<file path="config.mk">
export PLATFORM = sky130hd
export DESIGN_NAME = food_placer
export DESIGN_NICKNAME = d
export VERILOG_FILES = /design/src/rtl/food_placer.sv
export SDC_FILE = /design/constraint.sdc
export NUM_CORES = 1
export LEC_CHECK = 0
export CORE_MARGIN = 2
export CORE_UTILIZATION = 45
export CTS_CLUSTER_SIZE = 8
export DETAILED_ROUTE_END_ITERATION = 12
export MAX_ROUTING_LAYER = met4
export PLACE_DENSITY_LB_ADDON = 0.25
export SYNTH_ARGS = -nofsm -noshare
export SYNTH_HDL_FRONTEND = slang
export SYNTH_SLANG_ARGS = --single-unit
</file>
<file path="constraint.sdc">
create_clock -name clk -period 4.6 [get_ports clk]
set_input_delay 0.92 -clock clk [delete_from_list [all_inputs] [get_ports clk]]
set_output_delay 0.92 -clock clk [all_outputs]
set_load 0.05 [all_outputs]
</file>
<file path="src/rtl/food_placer.sv">
// food_placer: samples LFSR coordinates, checks range and snake occupancy, commits a free cell as food.
module food_placer #(
  parameter int GRID_W    = 64,
  parameter int GRID_H    = 48,
  parameter int SKIP      = 10,
  parameter int MAX_TRIES = 255
) (
  input  logic       clk,
  input  logic       rst,
  input  logic [9:0] rand_x,
  input  logic [9:0] rand_y,
  input  logic       place_req,
  output logic       query_valid,
  output logic [5:0] query_x,
  output logic [5:0] query_y,
  input  logic       query_done,
  input  logic       query_hit,
  output logic [5:0] food_x,
  output logic [5:0] food_y,
  output logic       food_valid,
  output logic       busy,
  output logic       place_done,
  output logic       place_fail
);
  typedef enum logic [2:0] {IDLE, WAIT, SAMPLE, QUERY, COMMIT} state_t;
  state_t r_state, w_state;
  logic [7:0] r_skip, w_skip, r_try, w_try;
  logic [5:0] r_qx, w_qx, r_qy, w_qy, r_fx, w_fx, r_fy, w_fy;
  logic r_fv, w_fv, r_done, w_done, r_fail, w_fail, w_reject, w_in_range;
  logic w_unused;
  assign w_unused = ^{rand_x[9:6], rand_y[9:6]};
  assign w_in_range = ({1'b0, rand_x[5:0]} < 7'(GRID_W)) && ({1'b0, rand_y[5:0]} < 7'(GRID_H));
  always_comb begin
    w_state  = r_state;
    w_skip   = r_skip;
    w_try    = r_try;
    w_qx     = r_qx;
    w_qy     = r_qy;
    w_fx     = r_fx;
    w_fy     = r_fy;
    w_fv     = r_fv;
    w_done   = 1'b0;
    w_fail   = 1'b0;
    w_reject = 1'b0;
    case (r_state)
      IDLE: if (place_req) begin
        w_state = WAIT;
        w_fv    = 1'b0;
        w_try   = 8'd0;
        w_skip  = 8'(SKIP);
      end
      WAIT: if (r_skip == 8'd1) w_state = SAMPLE; else w_skip = r_skip - 8'd1;
      SAMPLE: if (w_in_range) begin
        w_qx    = rand_x[5:0];
        w_qy    = rand_y[5:0];
        w_state = QUERY;
      end else w_reject = 1'b1;
      QUERY: if (query_done && query_hit) w_reject = 1'b1; else if (query_done) w_state = COMMIT;
      COMMIT: begin
        w_fx    = r_qx;
        w_fy    = r_qy;
        w_fv    = 1'b1;
        w_done  = 1'b1;
        w_state = IDLE;
      end
      default: w_state = IDLE;
    endcase
    // range miss and occupied cell share one retry/give-up path
    if (w_reject) begin
      if (r_try == 8'(MAX_TRIES - 1)) begin
        w_fail  = 1'b1;
        w_state = IDLE;
      end else begin
        w_try   = r_try + 8'd1;
        w_skip  = 8'(SKIP);
        w_state = WAIT;
      end
    end
  end
  always_ff @(posedge clk) begin
    if (rst) begin
      r_state <= IDLE;
      r_skip  <= '0;
      r_try   <= '0;
      r_qx    <= '0;
      r_qy    <= '0;
      r_fx    <= '0;
      r_fy    <= '0;
      r_fv    <= 1'b0;
      r_done  <= 1'b0;
      r_fail  <= 1'b0;
    end else begin
      r_state <= w_state;
      r_skip  <= w_skip;
      r_try   <= w_try;
      r_qx    <= w_qx;
      r_qy    <= w_qy;
      r_fx    <= w_fx;
      r_fy    <= w_fy;
      r_fv    <= w_fv;
      r_done  <= w_done;
      r_fail  <= w_fail;
    end
  end
  assign query_valid = r_state == QUERY;
  assign busy        = r_state != IDLE;
  assign query_x     = r_qx;
  assign query_y     = r_qy;
  assign food_x      = r_fx;
  assign food_y      = r_fy;
  assign food_valid  = r_fv;
  assign place_done  = r_done;
  assign place_fail  = r_fail;
endmodule
</file>
== Yosys cells after proc, flatten, opt, wreduce, memory -nomap -nowiden ==
Index checks and enable logic that the tools add are counted.
W data, S select, Z words.
Cells by class
  $lt $le $gt $ge: 1
  eq/ne operators: 12
  add/sub/neg operators: 2
  multiplexer cells: 24
  bitwise gates (word level): 1
  reduce and logical (&&, ||, !) cells: 8
Operators with widths (count)
  $mux W8: 8
  $mux W3: 6
  $pmux W8 S2: 1
  $ne A3 B3 Y1 const B: 4
  $pmux W3 S4: 1
  $add A8 B1 Y8 const B: 1
  $eq A8 B1 Y1 const B: 1
  $eq A8 B8 Y1 const B: 1
  $sub A8 B1 Y8 const B: 1
  $eq A3 B2 Y1 const B: 2
  $lt A6 B6 Y1 const B: 1
  $mux W1: 6
  $reduce_and A5 Y1: 1
  $pmux W1 S2: 2
  $reduce_and A2 Y1: 2
  $eq A3 B1 Y1 const B: 1
  $eq A3 B3 Y1 const B: 1
  $logic_not A3 Y1: 1
  $ne A3 B1 Y1 const B: 1
  $reduce_bool A3 Y1: 1
  $ne A2 B2 Y1 const B: 1
  $reduce_bool A2 Y1: 1
  $reduce_or A2 Y1: 1
  $logic_and A1 B1 Y1: 1
  $not A1 Y1: 1
Storage, ports and cells
  word-level logic and storage cells: 58
  input bits: 25
  register bits: 46

== Longest topological paths before layout ==
  depth after elaboration: 5
  gate-level depth with buffers: 7
  mapped depth without buffers: 6

== Worst setup path after synthesis ==
OpenSTA, ideal clock, no wires.
  path type: input to register
  start point: in rand_y[4]
  end point: reg r_try[2]
  stages: 5
  path slack: 2.615 ns
  arrival time: 1.915 ns
  buffers on the path: 1
  cells stage by stage: nand2_1 o22a_1 buf_6 or4_1 a21oi_1
Between the ends
  longest elaborated chain between the ends: 4
RTL lines
  from (decl): RTL line 11  | input logic [9:0] rand_y,
  $lt A6 B6 Y1: RTL line 32  | assign w_in_range = ({1'b0, rand_x[5:0]} < 7'(GRID_W)) && ({1'b0, rand_y[5:0]} < 7'(GRID_H));
  $mux W1: RTL line 53  | SAMPLE: if (w_in_range) begin
  $pmux W1 S2: RTL line 45  | case (r_state)
  $mux W8: RTL line 69  | if (w_reject) begin
  to (signal assigned): RTL line 95  | r_try <= w_try;
  to (decl): RTL line 27  | logic [7:0] r_skip, w_skip, r_try, w_try;
No other way between the ends.
A chain may end at the register's enable or synchronous reset.

== Worst setup path after layout ==
  start point: reg r_state[0]
  end point: out query_valid
Between the ends
  longest elaborated chain between the ends: 1
RTL lines
  from (decl): RTL line 26  | state_t r_state, w_state;
  from (signal assigned): RTL line 93  | r_state <= w_state;
  $eq A3 B2 Y1: RTL line 105  | assign query_valid = r_state == QUERY;
  to (decl): RTL line 13  | output logic query_valid,
No other way between the ends.

==> metrics.txt <==
Multi-input gate area=1020 µm²; Tcrit/Tclk final=62.1%; first-pass GRT wire length=7200 µm; Syn-to-layout area delta=26.0%; worst path cell trace=nand3b_1 -> inv_1 -> clkdlybuf4s50_1; Tot GR Track Use=between 10% and 20%; Yosys top cell by area=dfxtp_1; Nets=313; Buffers on Ports=45; Compound-Gate Fraction of Synth Area=16.0%; DR pass1 iterations=4; crit end category=output pin; total gr overflow=0; Final Critical Period=around 2.9 ns; post-synthesis xor/xnor area fraction=less than 1%; CP max FO=12; Setup Total Neg Slack=0 ns; Flop pwr share=46.7%; Slew headroom=a little under half; crit path max-delay cell type=clkdlybuf4s50_1; clock latency on the worst-skew pair=0.29 ns; Sw Share=35.4%; kind of start point of the critical path=flip-flop; commonest non-fill, non-tap cells in the layout=dfxtp_1, clkdlybuf4s50_1, nand2_1; PwrDens=397 nW/µm²; Core ar.=4350 µm²; Seq/Total Area, Yosys=45.1%; Worst-Margin Slew=between 0.7 and 0.8 ns; largest family of logic cells by synthesized area=simple AND/OR/NAND/NOR gates; CP peak stage delay=0.81 ns; worst vdd ir=0.238 mV; layout cell share with drive strength beyond 1=between 4 and 5%; final setup vio count=0; register bit total from synthesis=between 40 and 50; crit path from=r_state[0]$_SDFFE_PP0P_; post-synth top area share=a little under half; Netlist cell types=44; total CTS buffers=5; pin count of the biggest net entering global routing=34; io pins=54; Fin. Hold Viols=0; commonest non-fill, non-tap cell in the layout=dfxtp_1; Leak Pwr=0.000994 µW; Clock Path Buffers=2; Synthesized Nets=between 200 and 300; CTS clk-pin slew, worst paths=0.08 ns; Worst Hold Launch=food_y[3]$_SDFFE_PP0P_; Synth Area per Inst=8.34 µm²; placed insts=~330; hold buffers post-CTS=0; vias in the first global route=between 1500 and 2000; skew final=0.00283 ns; final WL=4340 µm; simple-gate share of the synthesized area=24.6%; WL per Instance=approximately 13 µm; clock power share=22.5%; synth top area cells=dfxtp_1, nand2_1, a21oi_1; CTS root buf=clkbuf_8; Max Slew Vio Count=0; remaining antenna violation count after routing=0; f_max=roughly 350 MHz; H-tree Lvls=2; Adder-Cell Fraction of Synth Area=under 10%; via count=1796; outcome=finished, final reports clean; Die Width=71.4 µm; P_sw=around 360 µW; mux share of post-synthesis cell area=6.37%; Layout Cells excl Fill=between 300 and 400; Die Area=5100 µm²; routed vias/inst=5.35; CTS sink cnt=46; num rows=24; Final GP Congestion=0.856; Post-route DRC=0; synthesized area=2040 µm²; Initial Util=46.9%; hold crit path type=flip-flop to flip-flop; Crit Path Class=flip-flop to output pin; sequential cell area=921 µm²; CTS tree=built; initial antenna violation count=0; RSZ-0062 raised after global routing=no; WP data required=3.68 ns; postcts setup bufs=0; CP arrival=1.93 ns; ANT cells=0; # fillers=just under 400; DRT iter0 DRCs=85; internal power=661 µW; HPWL Detailed=3050 µm; post-CTS sizing=0; Max Cap Viol=0; DIE HEIGHT=between 70 and 80 µm; cells after synthesis=245; Comb pwr share=a little under a third; Reg2Reg Launch Point=r_state[1]$_SDFFE_PP0P_; Yosys warning count=0
[cells in the mapped netlist, drive strengths merged]
cell / instances
nand3: 7
and2: 2
nor3: 6
nand2b: 4
o22ai: 3
a21oi: 27
nand4: 2
o31a: 1
nand3b: 2
nor2: 23
and4: 1
and3b: 1
or4: 2
a211oi: 1
a21o: 1
nor4b: 2
inv: 9
nor4: 1
a21boi: 1
xnor2: 1
and3: 4
o211ai: 1
a31oi: 2
dfxtp: 46
ha: 4
o21ai: 9
a2111oi: 1
o22a: 1
clkbuf: 9
o31ai: 3
nor3b: 1
o21a: 1
or2: 3
buf: 5
mux2i: 13
nand4b: 1
a311oi: 3
nand2: 37
or3: 2
or3b: 2
[registers in the layout, indices dropped and copies added (netlist names), 3 cells and up]
signal,flops
food_x,6
food_y,6
query_x,6
query_y,6
r_skip,8
r_state,3
r_try,8
[path summary, 6_finish.rpt]
path                       endpoint  slack (ns)  cells past startpoint
max                     query_valid        1.75                      3
min          food_y[3]$_SDFFE_PP0P_        0.46                      2
max reg2reg    r_skip[2]$_SDFF_PP0_        2.35                      4
min reg2reg  food_y[3]$_SDFFE_PP0P_        0.46                      2
[cell type report]
cell class | instances | area share (%)
Sequential cell | 46 | 35.8
Clock inverter | 2 | 0.389
Timing Repair Buffer | 46 | 17.8
Clock buffer | 5 | 2.67
Multi-Input combinational cell | 176 | 39.6
Tap cell | 52 | 2.53
Inverter | 9 | 1.31
[power by group through the flow]
stage | combinational [µW] | sequential (µW) | clock, µW
after global routing | 345 | 486 | 252
after global placement | 312 | 486 | 0
after CTS | 317 | 478 | 239
after detailed placement | 316 | 487 | 0
final | 315 | 478 | 230
after floorplan | 216 | 508 | 0
[routing by layer]
metal  global-route usage, %  wire, µm  vias to the layer above
met4                    6.29        74                        0
met2                    28.6      2020                       31
met5                       -         0                        -
met3                    3.52       155                        9
li1                        -         -                      928
met1                    23.1      2080                      828
[metrics by stage]
step           utilization [%]  hold slack, ns  power, µW  area (µm²)  setup slack (ns)
2_1_floorplan                -           0.442        724        2040              2.62
3_3_place_gp              57.3           0.442        798        2500              1.83
3_5_place_dp              57.3           0.448        803        2500              1.81
4_1_cts                   59.1           0.459       1030        2570              1.75
5_1_grt                   59.1           0.483       1080        2570              1.61
6_report                  59.1           0.456       1020        2570              1.75
[cells by family (layout without fill, tap and decap cells)]
family	Yosys count	after routing
buffers and inverters	23	62
xor gates and xnor gates	1	1
AOI/OAI and AO/OA	55	55
muxes	13	13
adders and majority gates	4	4
and+or+nand+nor	103	103
DFF	46	46
[critical path, delay by kind of cell (launching register included)]
family	cells	cell delay, ns
flip-flops	1	0.55
AND/OR/NAND/NOR	1	0.17
buffers and inverters	2	0.92
Power figures use the tool's default switching activity.
